**src/rtl/coreboard1588_pkg.sv**
```systemverilog
// Shared constants, state encoding and pulse-length helper for the RTC trigger.
package coreboard1588_pkg;

  localparam int unsigned C_NS_PER_SECOND = 32'd1_000_000_000;

  typedef enum logic [1:0] {
    StIdle,
    StArmed,
    StPulse
  } state_e;

  // max(1, ceil(width_ns / ns_step)); 33 bits so the rounding add cannot overflow
  function automatic logic [32:0] pulse_cycles(input logic [31:0] width_ns,
                                               input int unsigned ns_step);
    logic [32:0] cycles;
    cycles = ({1'b0, width_ns} + 33'(ns_step) - 33'd1) / 33'(ns_step);
    if (cycles == '0) begin
      cycles = 33'd1;
    end
    return cycles;
  endfunction

endpackage

```
**src/rtl/coreboard1588_time_add.sv**
```systemverilog
// Combinational {second, nanosecond} + nanoseconds with a single carry into seconds.
module coreboard1588_time_add
  import coreboard1588_pkg::*;
(
  input  logic [31:0] second,
  input  logic [31:0] nanosecond,
  input  logic [31:0] add_ns,
  output logic [31:0] sum_second,
  output logic [31:0] sum_nanosecond
);

  logic [32:0] ns_sum;

  // Both operands are below one second, so one subtraction normalises the sum
  always_comb begin
    ns_sum         = {1'b0, nanosecond} + {1'b0, add_ns};
    sum_second     = second;
    sum_nanosecond = ns_sum[31:0];
    if (ns_sum >= 33'(C_NS_PER_SECOND)) begin
      sum_nanosecond = 32'(ns_sum - 33'(C_NS_PER_SECOND));
      sum_second     = second + 32'd1;
    end
  end

endmodule

```
**src/rtl/coreboard1588_rtc_trigger.sv**
```systemverilog
// Fires a pulse on trig_out when the live RTC reaches an armed target time,
// optionally repeating with a fixed period.
module coreboard1588_rtc_trigger
  import coreboard1588_pkg::*;
#(
  parameter int unsigned C_CLOCK_FREQUENCY = 125000000
) (
  input  logic        clk,
  input  logic        rst_n,
  input  logic [31:0] rtc_second,
  input  logic [31:0] rtc_nanosecond,
  input  logic [31:0] ctrl_start_second,
  input  logic [31:0] ctrl_start_nanosecond,
  input  logic [31:0] ctrl_period_ns,
  input  logic [31:0] ctrl_width_ns,
  input  logic        ctrl_arm,
  input  logic        ctrl_disarm,
  output logic        trig_out,
  output logic        stat_armed,
  output logic        stat_late,
  output logic        stat_error,
  output logic [15:0] stat_count
);

  localparam int unsigned C_NS_STEP = C_NS_PER_SECOND / C_CLOCK_FREQUENCY;

  state_e      state_q, state_d;
  logic [31:0] tgt_sec_q, tgt_sec_d;
  logic [31:0] tgt_ns_q, tgt_ns_d;
  logic [31:0] period_q, period_d;
  logic [32:0] width_cyc_q, width_cyc_d;
  logic [32:0] remain_q, remain_d;
  logic        trig_q, trig_d;
  logic        late_q, late_d;
  logic        error_q, error_d;
  logic [15:0] count_q, count_d;
  logic        first_q, first_d;

  logic [31:0] adv_sec, adv_ns;
  logic        fire;
  logic        arm_bad;

  coreboard1588_time_add u_time_add (
    .second         (tgt_sec_q),
    .nanosecond     (tgt_ns_q),
    .add_ns         (period_q),
    .sum_second     (adv_sec),
    .sum_nanosecond (adv_ns)
  );

  assign fire    = {rtc_second, rtc_nanosecond} >= {tgt_sec_q, tgt_ns_q};
  assign arm_bad = (ctrl_period_ns != 32'd0) && (ctrl_period_ns <= ctrl_width_ns);

  always_comb begin
    state_d     = state_q;
    tgt_sec_d   = tgt_sec_q;
    tgt_ns_d    = tgt_ns_q;
    period_d    = period_q;
    width_cyc_d = width_cyc_q;
    remain_d    = remain_q;
    trig_d      = trig_q;
    late_d      = late_q;
    error_d     = error_q;
    count_d     = count_q;
    first_d     = 1'b0;

    if (ctrl_disarm) begin
      state_d = StIdle;
      trig_d  = 1'b0;
    end else if (ctrl_arm) begin
      trig_d = 1'b0;
      if (arm_bad) begin
        error_d = 1'b1;
        state_d = StIdle;
      end else begin
        tgt_sec_d   = ctrl_start_second;
        tgt_ns_d    = ctrl_start_nanosecond;
        period_d    = ctrl_period_ns;
        width_cyc_d = pulse_cycles(ctrl_width_ns, C_NS_STEP);
        remain_d    = '0;
        error_d     = 1'b0;
        late_d      = 1'b0;
        count_d     = '0;
        first_d     = 1'b1;
        state_d     = StArmed;
      end
    end else begin
      unique case (state_q)
        StArmed: begin
          if (fire) begin
            state_d  = StPulse;
            trig_d   = 1'b1;
            count_d  = count_q + 16'd1;
            remain_d = width_cyc_q - 33'd1;
            if (first_q) begin
              late_d = 1'b1;
            end
            if (period_q != 32'd0) begin
              tgt_sec_d = adv_sec;
              tgt_ns_d  = adv_ns;
            end
          end
        end
        StPulse: begin
          if (remain_q == '0) begin
            trig_d  = 1'b0;
            state_d = (period_q == 32'd0) ? StIdle : StArmed;
          end else begin
            remain_d = remain_q - 33'd1;
          end
        end
        default: begin
          trig_d = 1'b0;
        end
      endcase
    end
  end

  always_ff @(posedge clk) begin
    if (!rst_n) begin
      state_q     <= StIdle;
      tgt_sec_q   <= '0;
      tgt_ns_q    <= '0;
      period_q    <= '0;
      width_cyc_q <= '0;
      remain_q    <= '0;
      trig_q      <= 1'b0;
      late_q      <= 1'b0;
      error_q     <= 1'b0;
      count_q     <= '0;
      first_q     <= 1'b0;
    end else begin
      state_q     <= state_d;
      tgt_sec_q   <= tgt_sec_d;
      tgt_ns_q    <= tgt_ns_d;
      period_q    <= period_d;
      width_cyc_q <= width_cyc_d;
      remain_q    <= remain_d;
      trig_q      <= trig_d;
      late_q      <= late_d;
      error_q     <= error_d;
      count_q     <= count_d;
      first_q     <= first_d;
    end
  end

  assign trig_out   = trig_q;
  assign stat_armed = (state_q != StIdle);
  assign stat_late  = late_q;
  assign stat_error = error_q;
  assign stat_count = count_q;

endmodule

```
**config.mk**
```make
export PLATFORM = sky130hd
export DESIGN_NAME = coreboard1588_rtc_trigger
export DESIGN_NICKNAME = d
export VERILOG_FILES = /design/src/rtl/coreboard1588_pkg.sv /design/src/rtl/coreboard1588_time_add.sv /design/src/rtl/coreboard1588_rtc_trigger.sv
export SDC_FILE = /design/constraint.sdc
export NUM_CORES = 1
export LEC_CHECK = 0
export BUFFER_PORTS_ARGS = -buffer_cell sky130_fd_sc_hd__buf_2
export CORE_ASPECT_RATIO = 0.7
export CORE_MARGIN = 2
export CORE_UTILIZATION = 35
export CTS_CLUSTER_DIAMETER = 80
export CTS_CLUSTER_SIZE = 8
export DETAILED_ROUTE_END_ITERATION = 8
export PLACE_DENSITY = 0.51
export SYNTH_ARGS = -nofsm -noshare
export SYNTH_HDL_FRONTEND = slang
export SYNTH_HIERARCHICAL = 1
export SYNTH_SLANG_ARGS = --single-unit
```
**constraint.sdc**
```tcl
create_clock -name clk -period 14.4 [get_ports clk]
set_input_delay 2.88 -clock clk [delete_from_list [all_inputs] [get_ports clk]]
set_output_delay 2.88 -clock clk [all_outputs]
set_load 0.03 [all_outputs]
```
Word level (Yosys, flattened, before mapping). Cells that the tools add are included.

Add/sub/neg operators: 8. Magnitude comparators: 3. Equality and inequality tests: 8. Mux-type cells: 38. Bitwise gates (word level): 4. Reductions and logical operators: 25.

Operators by type and width (number): 32-bit 2-to-1 mux (12); 33-bit 2-to-1 mux (4); 33-bit by 1-bit subtractor with 33-bit output, second input constant (3); 33-bit zero test (2); 33-bit one-hot mux with 2 select lines (1); 64-bit >= comparator (1); 16-bit 2-to-1 mux (4); 32-bit nonzero test (2); 32-bit by 32-bit adder with 33-bit output (1); 32-bit by 4-bit adder with 33-bit output, second input constant (1); 33-bit by 30-bit >= comparator with 1-bit output, second input constant (1); 32-bit by 1-bit adder with 32-bit output, second input constant (1); 32-bit less-or-equal comparator (1); 32-bit zero test (1); 32-bit by 30-bit subtractor with 32-bit output, second input constant (1); 30-bit 2-to-1 mux (1); 16-bit by 1-bit adder with 16-bit output, second input constant (1); 5-bit AND reduction (3); 2-bit nonzero test (6); 1-bit 2-to-1 mux (11); 3-bit != test, second input constant (3); 2-bit 2-to-1 mux (3); 2-bit != test, second input constant (3); 3-bit AND reduction (2); 12 further kinds (17).

Register bits: 184. Input bits: 196. Output and inout bits: 20. Word-level logic and storage cells: 97.

Depth between registers and ports, before layout. Gate-level depths: netlist of the first run.

Word-level depth: 7. Gate-level depth with buffers: 20. Depth with buffers taken out: 19.

Modules after synthesis. The synthesis of the first run kept the hierarchy.

Modules (own cells, without submodules): coreboard1588_rtc_trigger (times used 1, cells each 1554, area an instance 12308.1 µm², sequential area each 3623.5 µm²); coreboard1588_time_add (times used 1, cells each 498, area an instance 3557.2 µm², sequential area each 0.0 µm²).

Worst setup path before layout of the first run. Ideal clock, no wire load.

Path kind: input to register. Start: in rtc_nanosecond[15]. End: reg remain_q[31]. Setup time: 117 ps. Arrival: 5647 ps. Required time: 14283 ps. Path slack: 8636 ps. Cell stages on the path: 11. Buffers on the path: 1. Path through: ha_1 > and4_1 > nand2_1 > or4_1 > a31o_1 > a211oi_1 > o21ai_1 > a21oi_1 > clkbuf_1 > o21ai_1 > a32o_1.

Word-level cells in the longest chain between the ends: 3.

RTL lines: from (decl) (line coreboard1588_rtc_trigger.sv:11) `input logic [31:0] rtc_nanosecond,`; 64-bit >= comparator (line coreboard1588_rtc_trigger.sv:51) `assign fire = {rtc_second, rtc_nanosecond} >= {tgt_sec_q, tgt_ns_q};`; 3-bit != test (no source line); 5-bit AND reduction (no source line); to (signal assigned) (line coreboard1588_rtc_trigger.sv:138) `remain_q <= remain_d;`; to (decl) (line coreboard1588_rtc_trigger.sv:32) `logic [32:0] remain_q, remain_d;`.

Every way passes these cells. A chain may end at the register's enable or synchronous reset.

Final worst setup path of the first run.
Start: in ctrl_width_ns[15]. End: reg tgt_ns_q[30].

Word-level cells in the longest chain between the ends: 4.

RTL lines: from (decl) (line coreboard1588_rtc_trigger.sv:15) `input logic [31:0] ctrl_width_ns,`; 32-bit less-or-equal comparator (line coreboard1588_rtc_trigger.sv:52) `assign arm_bad = (ctrl_period_ns != 32'd0) && (ctrl_period_ns <= ctrl_width_ns);`; 1-bit logical AND (line coreboard1588_rtc_trigger.sv:52); 2-bit != test (no source line); 5-bit AND reduction (no source line); to (signal assigned) (line coreboard1588_rtc_trigger.sv:135) `tgt_ns_q <= tgt_ns_d;`; to (decl) (line coreboard1588_rtc_trigger.sv:29) `logic [31:0] tgt_ns_q, tgt_ns_d;`.

Every way passes these cells.

==> results.tsv, run 1 <==
metric	value	unit
io_buffers	215	
holdWs	480	ps
clock_path_buffers	2	
cp_common_cell	buf_4	
worst_skew_pair.late_latency	460	ps
cts.sinks	181	
path_delay_family	simple AND/OR/NAND/NOR gates	
finalMaxSlewViolations	0	
status	finished, final reports clean	
tightestPinTransition	1170	ps
ys_types	104	
grt_pass1_wl	84800	um
fin_cells	2806	
grt_use_total	0.230	
p_total	1.44	mW
grt_max_degree	99	
synth_area	15900	um2
place_area	17400	um2
dp_slack	7010	ps
rows	65	
cp_max_fo	98	
wl_per_cell	19.6	um
start_kind	primary input	
ctsHtreeMaxLevel	4	
fin_skew	14.6	ps
synthTopCellsByCount	249 x nor2_1, 181 x dfxtp_1, 175 x nand2_1	
fmax	141	MHz
p_per_area	80.5	nW/um2
max_stage_delay	770	ps
wl	55000	um
netlist_instances	2052	
finalHoldViolations	0	
ys.flop_type	dfxtp_1	
first_pass_iters	6	
syn2layout_area_growth	12.7	%
dieArea	47100	um2
root_buffer	clkbuf_16	
first_global_vias	14700	
postCtsHoldBufs	0	
ant_nets	0	
clkTransAtPathRegs	70	ps
cap_viol_max_count	0	
fin_util	0.398	
worst_path_max_delay_cell	nor4_1	
nets	2519	
antennaDiodeCount	0	
tns	0	ps
fin_crit	7080	ps
synth_top_area_share	0.228	
syn_avg_cell_area	7.73	um2
syn-num-nets	2381	
crit_path_end_kind	flip-flop	
rsz0062_at_grt	no	
io_pins	216	
die_x	258	um
yosys_warnings	6	
p_leak	7.04	nW
final_layout_size_suffix_gt1_frac	0.158	
ys_ff_latch	181	
path_class	in2reg	
finalSetupViolations	0	
path_buf_inv	4	
grt-ovfl-total	0	
cts_setup_buffers	0	
post_cts_resized	0	
relSlewSlack	0.209	
fp.coreArea	44900	um2
synth-seq-area-share	0.228	
drc	0	
synth_area_leaders	dfxtp_1 23%, ha_1 10%, mux2i_1 6.1%	
cp_data_arrival_time	7430	ps
yosysTopAreaCell	dfxtp_1	
setup_slack	7320	ps
gp_congestion	0.913	
cts_tree	yes	
vias	15900	
start_util	0.353	
dp_hpwl	42400	um
crit_required	14750	ps
period_share	0.491	
max-vdd-ir-drop	0.0000742	V
hold_class	reg2reg	
path_cells	buf_2, inv_1, ha_1, nand4_1, nor4_1, o21ai_1, a311oi_1, nor3_1, nand2b_1, a211oi_4, buf_4, buf_4, nor2_1, a211oi_1	
drt_iter0_markers	1229	
synth.most_common_cell	nor2_1	
die_y	182	um
design_area	17900	um2
synth_edf_count	0	
antenna_found_initial	0	
numCtsBuffers	17	
viasPerCell	5.66	
dp.cells	2774	
ys_async_sr_fraction	0	
-- sequential cells by signal, indices dropped and copies added (netlist names) --
signal and cells:
remain_q 33, period_q 32, tgt_ns_q 32, tgt_sec_q 32, width_cyc_q 30, stat_count 16
state_q 2, first_q 1, stat_error 1, stat_late 1, trig_out 1
-- final cells by class --
type	count	area, um2
Clock buffer	22	454
Clock inverter	10	76.3
Fill cell	4718	27000
Inverter	114	430
Multi-Input combinational cell	1646	11400
Sequential cell	181	3620
Tap cell	603	754
Timing Repair Buffer	230	1190
-- worst reg2reg max path, delay by kind of cell (launching register included) --
kind	cells	cell delay (ps)
DFF	1	340
and+or+nand+nor	4	2330
buffers and inverters	1	270
xor gates and xnor gates	2	420
muxes	1	80
AOI/OAI and AO/OA	6	1290
adders and majority gates	2	690
-- cell families after synthesis --
family	share of synthesized area
AND/OR/NAND/NOR	0.265
AO/OA/AOI/OAI	0.214
buffers and inverters	0.0581
flip-flops	0.228
adder cells (fa/ha/maj)	0.105
XOR/XNOR	0.0650
multiplexers	0.0649
-- layout by cell type, fill, tap and decap left out, drive strengths merged, types with 7 or more instances in the layout --
master,count
a211oi,105
a21o,14
a21oi,155
a221oi,7
a2bb2oi,17
a31o,11
a31oi,7
and3,25
and4,8
buf,230
clkbuf,22
dfxtp,181
ha,132
inv,115
mux2i,98
nand2,175
nand2b,16
nand3,54
nand4,42
nor2,251
nor2b,7
nor3,69
nor3b,10
nor4,48
nor4b,14
nor4bb,12
o211ai,13
o21a,11
o21ai,78
o2bb2ai,18
o31ai,7
or3,14
or3b,11
or4,21
xnor2,67
xor2,49
-- per-layer routing --
metal / wire, um / part of all wire / global-route usage / vias to the layer above
met5: 0 / 0 / 0 / -
met4: 1330 / 0.024 / 0.0717 / 0
met3: 3420 / 0.062 / 0.0388 / 59
met2: 22600 / 0.41 / 0.335 / 477
met1: 27700 / 0.50 / 0.341 / 7524
li1: - / - / - / 7810
-- report_power, final --
group          leakage, nW  switching [mW]  internal, mW
Clock                0.239           0.228         0.227
Sequential            1.47          0.0358         0.527
Combinational         5.33           0.256         0.167
-- final timing paths --
path | from | endpoint | slack (ps) | cells after the start
setup / recovery | ctrl_width_ns[15] | tgt_ns_q[30] | 7320 | 14
hold / removal | period_q[23] | period_q[23] | 480 | 2
setup reg to reg | tgt_ns_q[0] | tgt_sec_q[31] | 8900 | 16
hold reg to reg | period_q[23] | period_q[23] | 480 | 2
Power figures use the tool's default switching activity.
==> run 2: changes to the inputs <==
- PLACE_DENSITY: 0.51 -> 0.53
- clock period: 14.4 -> 6.45 ns (I/O delays scaled with it)
==> results.tsv, run 2 (synthesized netlist as in run 1, its figures left out) <==
metric	value	unit	change
vias	16000		was 15900
share_seq_of_total_power	0.381		was 0.391
largest_reg_flops	33		unchanged
dp.cells	2782		was 2774
swShare	0.348		was 0.361
relSlewSlack	0.235		was 0.209
power.switching	1.15	mW	was 0.520 mW
status	finished, final reports clean		unchanged
rsz0062_at_grt	no		unchanged
wl_per_cell	19.3	um	was 19.6 um
fmax	183	MHz	
p_total	3.30	mW	was 1.44 mW
post_cts_resized	0		unchanged
worst_skew_pair.late_latency	460	ps	about the same
ctsHtreeMaxLevel	4		unchanged
final_common_cell	nor2_1		unchanged
root_buffer	clkbuf_16		unchanged
hold_class	reg2reg		unchanged
cts_tree	yes		unchanged
numCtsBuffers	17		unchanged
grt_pass1_wl	84400	um	was 84800 um
dp_slack	955	ps	was 7010 ps
pwr-share-clk	0.331		was 0.316
path_class	reg2reg		was in2reg
cts.sinks	181		unchanged
cp_max_fo	11		was 98
rows	65		unchanged
io_buffers	215		unchanged
max-vdd-ir-drop	0.000181	V	was 0.0000742 V
first_global_vias	14800		was 14700
die_y	182	um	unchanged
first_pass_iters	7		was 6
antenna_found_initial	1		was 0
grt_use_total	0.227		was 0.230
fin_util	0.401		was 0.398
cts_setup_buffers	0		unchanged
finalSetupViolations	0		unchanged
drc	0		unchanged
p_leak	7.13	nW	was 7.04 nW
die_x	258	um	unchanged
crit_required	6810	ps	was 14750 ps
crit_path_end_kind	flip-flop		unchanged
viasPerCell	5.68		was 5.66
setup_slack	980	ps	was 7320 ps
period_share	0.848		
fp.coreArea	44900	um2	unchanged
p_per_area	183	nW/um2	was 80.5 nW/um2
clkTransAtPathRegs	70	ps	about the same
ant_nets	0		unchanged
gp_congestion	0.960		was 0.913
start_kind	flip-flop		was primary input
tns	0	ps	unchanged
pwr-share-comb	0.288		was 0.294
tightestPinTransition	1140	ps	was 1170 ps
finalMaxSlewViolations	0		unchanged
r2r-end	tgt_ns_q[15]		was tgt_sec_q[31]
crit_start	tgt_ns_q[0]		was ctrl_width_ns[15]
r2r_cells	20		was 16
cap_viol_max_count	0		unchanged
start_util	0.353		unchanged
r2r_slack	980	ps	was 8900 ps
wl	54400	um	was 55000 um
antennaDiodeCount	0		unchanged
layout_common_cells	247 x nor2_1, 214 x buf_2, 181 x dfxtp_1		unchanged
grt_max_degree	89		was 99
p_int	2.15	mW	was 0.921 mW
cp_data_arrival_time	5830	ps	was 7430 ps
fin_skew	14.8	ps	was 14.6 ps
r2r-start	tgt_ns_q[0]		unchanged
finalHoldViolations	0		unchanged
clock_path_buffers	2		unchanged
fin_cells	2814		was 2806
largest_register	remain_q		unchanged
fin_crit	5470	ps	
postCtsHoldBufs	0		unchanged
crit_end	tgt_ns_q[15]		was tgt_ns_q[30]
syn2layout_area_growth	13.5	%	was 12.7%
dp_hpwl	42600	um	was 42400 um
dieArea	47100	um2	unchanged
grt-ovfl-total	0		unchanged
io_pins	216		unchanged
drt_iter0_markers	1311		was 1229
nets	2527		was 2519
final_layout_size_suffix_gt1_frac	0.162		was 0.158
## run 2: cell types whose count changed in the layout (fill, tap and decap cells not counted), sizes merged
cell	delta
buf	+8
bufinv	+2
clkbuf	-1
clkinv	+3
clkinvlp	-5
inv	+1
## run 2: area by class of cell
cell class	count	area, um2
Fill cell	4679	26900
Multi-Input combinational cell	1646	11400
Sequential cell	181	3620
Timing Repair Buffer	238	1260
Tap cell	603	754
Clock buffer	21	460
Inverter	114	430
Clock inverter	11	123
## run 2: critical path, cell delays in order (launching register included)
cell,delay [ps]
dfxtp_1,330
ha_1,250
fa_1,440
a211oi_2,320
o211ai_2,160
a31oi_2,300
o21bai_2,100
xnor2_1,260
ha_1,250
nor2b_1,50
mux2i_1,280
a311oi_2,190
a211oi_2,400
o21ai_2,140
and2_4,200
o41ai_4,690
buf_4,340
a311o_1,160
xor2_1,160
mux2i_1,90
a211oi_1,250
## run 2: metal layers
metal | vias to the layer above | wire, um | global-route usage
li1 | 7823 | - | -
met1 | 7602 | 27200 | 0.336
met2 | 507 | 22700 | 0.334
met3 | 51 | 3600 | 0.0422
met4 | 0 | 946 | 0.0569
met5 | - | 0 | 0
## run 2: worst min-delay path by stage
stage | startpoint | to | slack, ps | cells after the start
floorplan | width_cyc_q[29] | width_cyc_q[29] | 450 | 2
global placement | period_q[21] | period_q[21] | 470 | 2
detailed placement | width_cyc_q[29] | width_cyc_q[29] | 470 | 2
CTS | period_q[21] | period_q[21] | 480 | 2
global route | period_q[20] | period_q[20] | 500 | 2
finish | period_q[21] | period_q[21] | 480 | 2
## run 2: power groups by stage
stage               clock network (mW)  registers, mW  logic [mW]
global route                      1.17           1.27        1.05
global placement                     0           1.28       0.913
floorplan                            0           1.25       0.673
CTS                               1.12           1.26       0.943
finish                            1.09           1.26       0.949
detailed placement                   0           1.28       0.938
## run 2: metrics by stage
| step | cell area, um2 | hold WS (ps) |
|---|---|---|
| 2_1_floorplan | 15900 | 446 |
| 3_3_place_gp | 17400 | 466 |
| 3_5_place_dp | 17400 | 472 |
| 4_1_cts | 18000 | 484 |
| 5_1_grt | 18000 | 502 |
| 6_report | 18000 | 485 |
==> run 3: changes to the inputs <==
- PLACE_DENSITY: 0.53 -> 0.51
- clock period: 6.45 -> 5.2 ns (I/O delays scaled with it)
==> results.tsv, run 3 (synthesized netlist as in run 1, its figures left out) <==
metric	value	unit	change
relSlewSlack	0.353		was 0.235
finalMaxSlewViolations	0		unchanged
max-vdd-ir-drop	0.000178	V	was 0.000181 V
grt-ovfl-total	0		unchanged
dieArea	47100	um2	unchanged
cts_tree	yes		unchanged
worst_skew_pair.late_latency	470	ps	was 460 ps
largest_reg_flops	33		unchanged
first_pass_iters	6		was 7
path_delay_family	compound AO/OA/AOI/OAI gates		unchanged
antenna_found_initial	0		was 1
grtUsageMet1	0.344		was 0.336
final_layout_size_suffix_gt1_frac	0.172		was 0.162
cts.sinks	181		unchanged
root_buffer	clkbuf_16		unchanged
finalSetupViolations	0		unchanged
fmax	204	MHz	was 183 MHz
wl_per_cell	19.5	um	was 19.3 um
p_per_area	237	nW/um2	was 183 nW/um2
numCtsBuffers	17		unchanged
wl	55100	um	was 54400 um
cp_data_arrival_time	5270	ps	was 5830 ps
antennaDiodeCount	0		unchanged
dp_hpwl	42400	um	was 42600 um
die_y	182	um	unchanged
crit_required	5570	ps	was 6810 ps
p_int	2.89	mW	was 2.15 mW
rows	65		unchanged
share_seq_of_total_power	0.358		was 0.381
path_class	reg2reg		unchanged
path_buf_inv	2		was 1
die_x	258	um	unchanged
crit_path_end_kind	flip-flop		unchanged
largest_register	remain_q		unchanged
syn2layout_area_growth	15.8	%	was 13.5%
p_leak	7.29	nW	was 7.13 nW
met3_usage	0.0368		was 0.0422
busiest_layer	met1		unchanged
drt_iter0_markers	1233		was 1311
ant_nets	0		unchanged
final_common_cell	nor2_1		unchanged
place_area	17600	um2	was 17400 um2
fin_skew	22.3	ps	was 14.8 ps
tns	0	ps	unchanged
gp_congestion	0.923		was 0.960
postCtsHoldBufs	0		unchanged
design_area	18400	um2	was 18000 um2
fp.coreArea	44900	um2	unchanged
clock_path_buffers	2		unchanged
grt_max_degree	91		was 89
grt_use_met2	0.335		was 0.334
path_cells	ha_1, fa_1, a211oi_2, o211ai_2, a31oi_2, o21bai_2, xnor2_2, ha_1, nor2b_1, mux2i_2, a311oi_2, a211oi_2, o21ai_2, and2_4, o41ai_4, buf_4, clkbuf_16, nor4_1, xor2_1, mux2i_1, a211oi_1		was ha_1, fa_1, a211oi_2, o211ai_2, a31oi_2, o21bai_2, xnor2_1, ha_1, nor2b_1, mux2i_1, a311oi_2, a211oi_2, o21ai_2, and2_4, o41ai_4, buf_4, a311o_1, xor2_1, mux2i_1, a211oi_1
max_stage_delay	440	ps	was 690 ps
start_kind	flip-flop		unchanged
swShare	0.337		was 0.348
io_pins	216		unchanged
worst_path_max_delay_cell	fa_1		was o41ai_4
first_global_vias	14800		about the same
drc	0		unchanged
viasPerCell	5.58		was 5.68
ctsHtreeMaxLevel	4		unchanged
fill_cells	4657		was 4679
power.switching	1.47	mW	was 1.15 mW
cap_viol_max_count	0		unchanged
pwr-share-clk	0.365		was 0.331
cp_max_fo	14		was 11
holdWs	480	ps	was 485 ps
fin_crit	4910	ps	was 5470 ps
pwr-share-comb	0.278		was 0.288
layout_common_cells	248 x nor2_1, 214 x buf_2, 181 x dfxtp_1		was 247 x nor2_1, 214 x buf_2, 181 x dfxtp_1
vias	15800		was 16000
status	finished, final reports clean		unchanged
tightestPinTransition	971	ps	was 1140 ps
nets	2543		was 2527
finalHoldViolations	0		unchanged
start_util	0.353		unchanged
period_share	0.943		was 0.848
grt_use_total	0.230		was 0.227
fin_util	0.409		was 0.401
hold_class	reg2reg		unchanged
io_buffers	215		unchanged
clkTransAtPathRegs	70	ps	about the same
grt_pass1_wl	85100	um	was 84400 um
run 3: final timing paths:
kind	depth (start not counted)	slack, ps	to	start
setup / recovery	21	290	tgt_sec_q[16]	tgt_ns_q[0]
hold / removal	2	480	period_q[4]	period_q[4]
setup reg to reg	21	290	tgt_sec_q[16]	tgt_ns_q[0]
hold reg to reg	2	480	period_q[4]	period_q[4]
run 3: metrics by stage:
stage | power (mW) | instances | worst slack (ps)
CTS | 4.37 | 2828 | 161
finish | 4.35 | 2830 | 295
floorplan | 2.39 | 2052 | 639
global route | 4.59 | 2830 | -17.1
detailed placement | 2.77 | 2796 | 184
global placement | 2.74 | 2796 | 310
run 3: layer usage:
| metal | routed length, um | up-vias |
|---|---|---|
| met1 | 27700 | 7452 |
| li1 | - | 7845 |
| met4 | 1250 | 0 |
| met3 | 3410 | 50 |
| met2 | 22700 | 455 |
| met5 | 0 | - |
run 3: layout make-up:
type,instances,area [um2],share of cell area
Clock buffer,19,453,0.0246
Sequential cell,181,3620,0.197
Clock inverter,13,238,0.0129
Multi-Input combinational cell,1646,11400,0.620
Timing Repair Buffer,254,1480,0.0803
Tap cell,603,754,0.0411
Inverter,114,430,0.0234
run 3: power by group through the flow:
stage	Clock (mW)	Sequential (mW)	Combinational (mW)
after floorplan	0	1.55	0.835
after detailed placement	0	1.59	1.18
after global placement	0	1.59	1.16
final	1.59	1.56	1.21
after CTS	1.63	1.56	1.19
after global routing	1.67	1.57	1.34
run 3: worst min-delay path, stage by stage (launching register included):
cell	delay (ps)
dfxtp_1	330
nand2_1	60
a21oi_1	50
run 3: timing repair:
action                                  in CTS  in global routing
endpoints found under the setup margin       0                 51
setup buffers                                0                  1
resized for setup                            0                  7
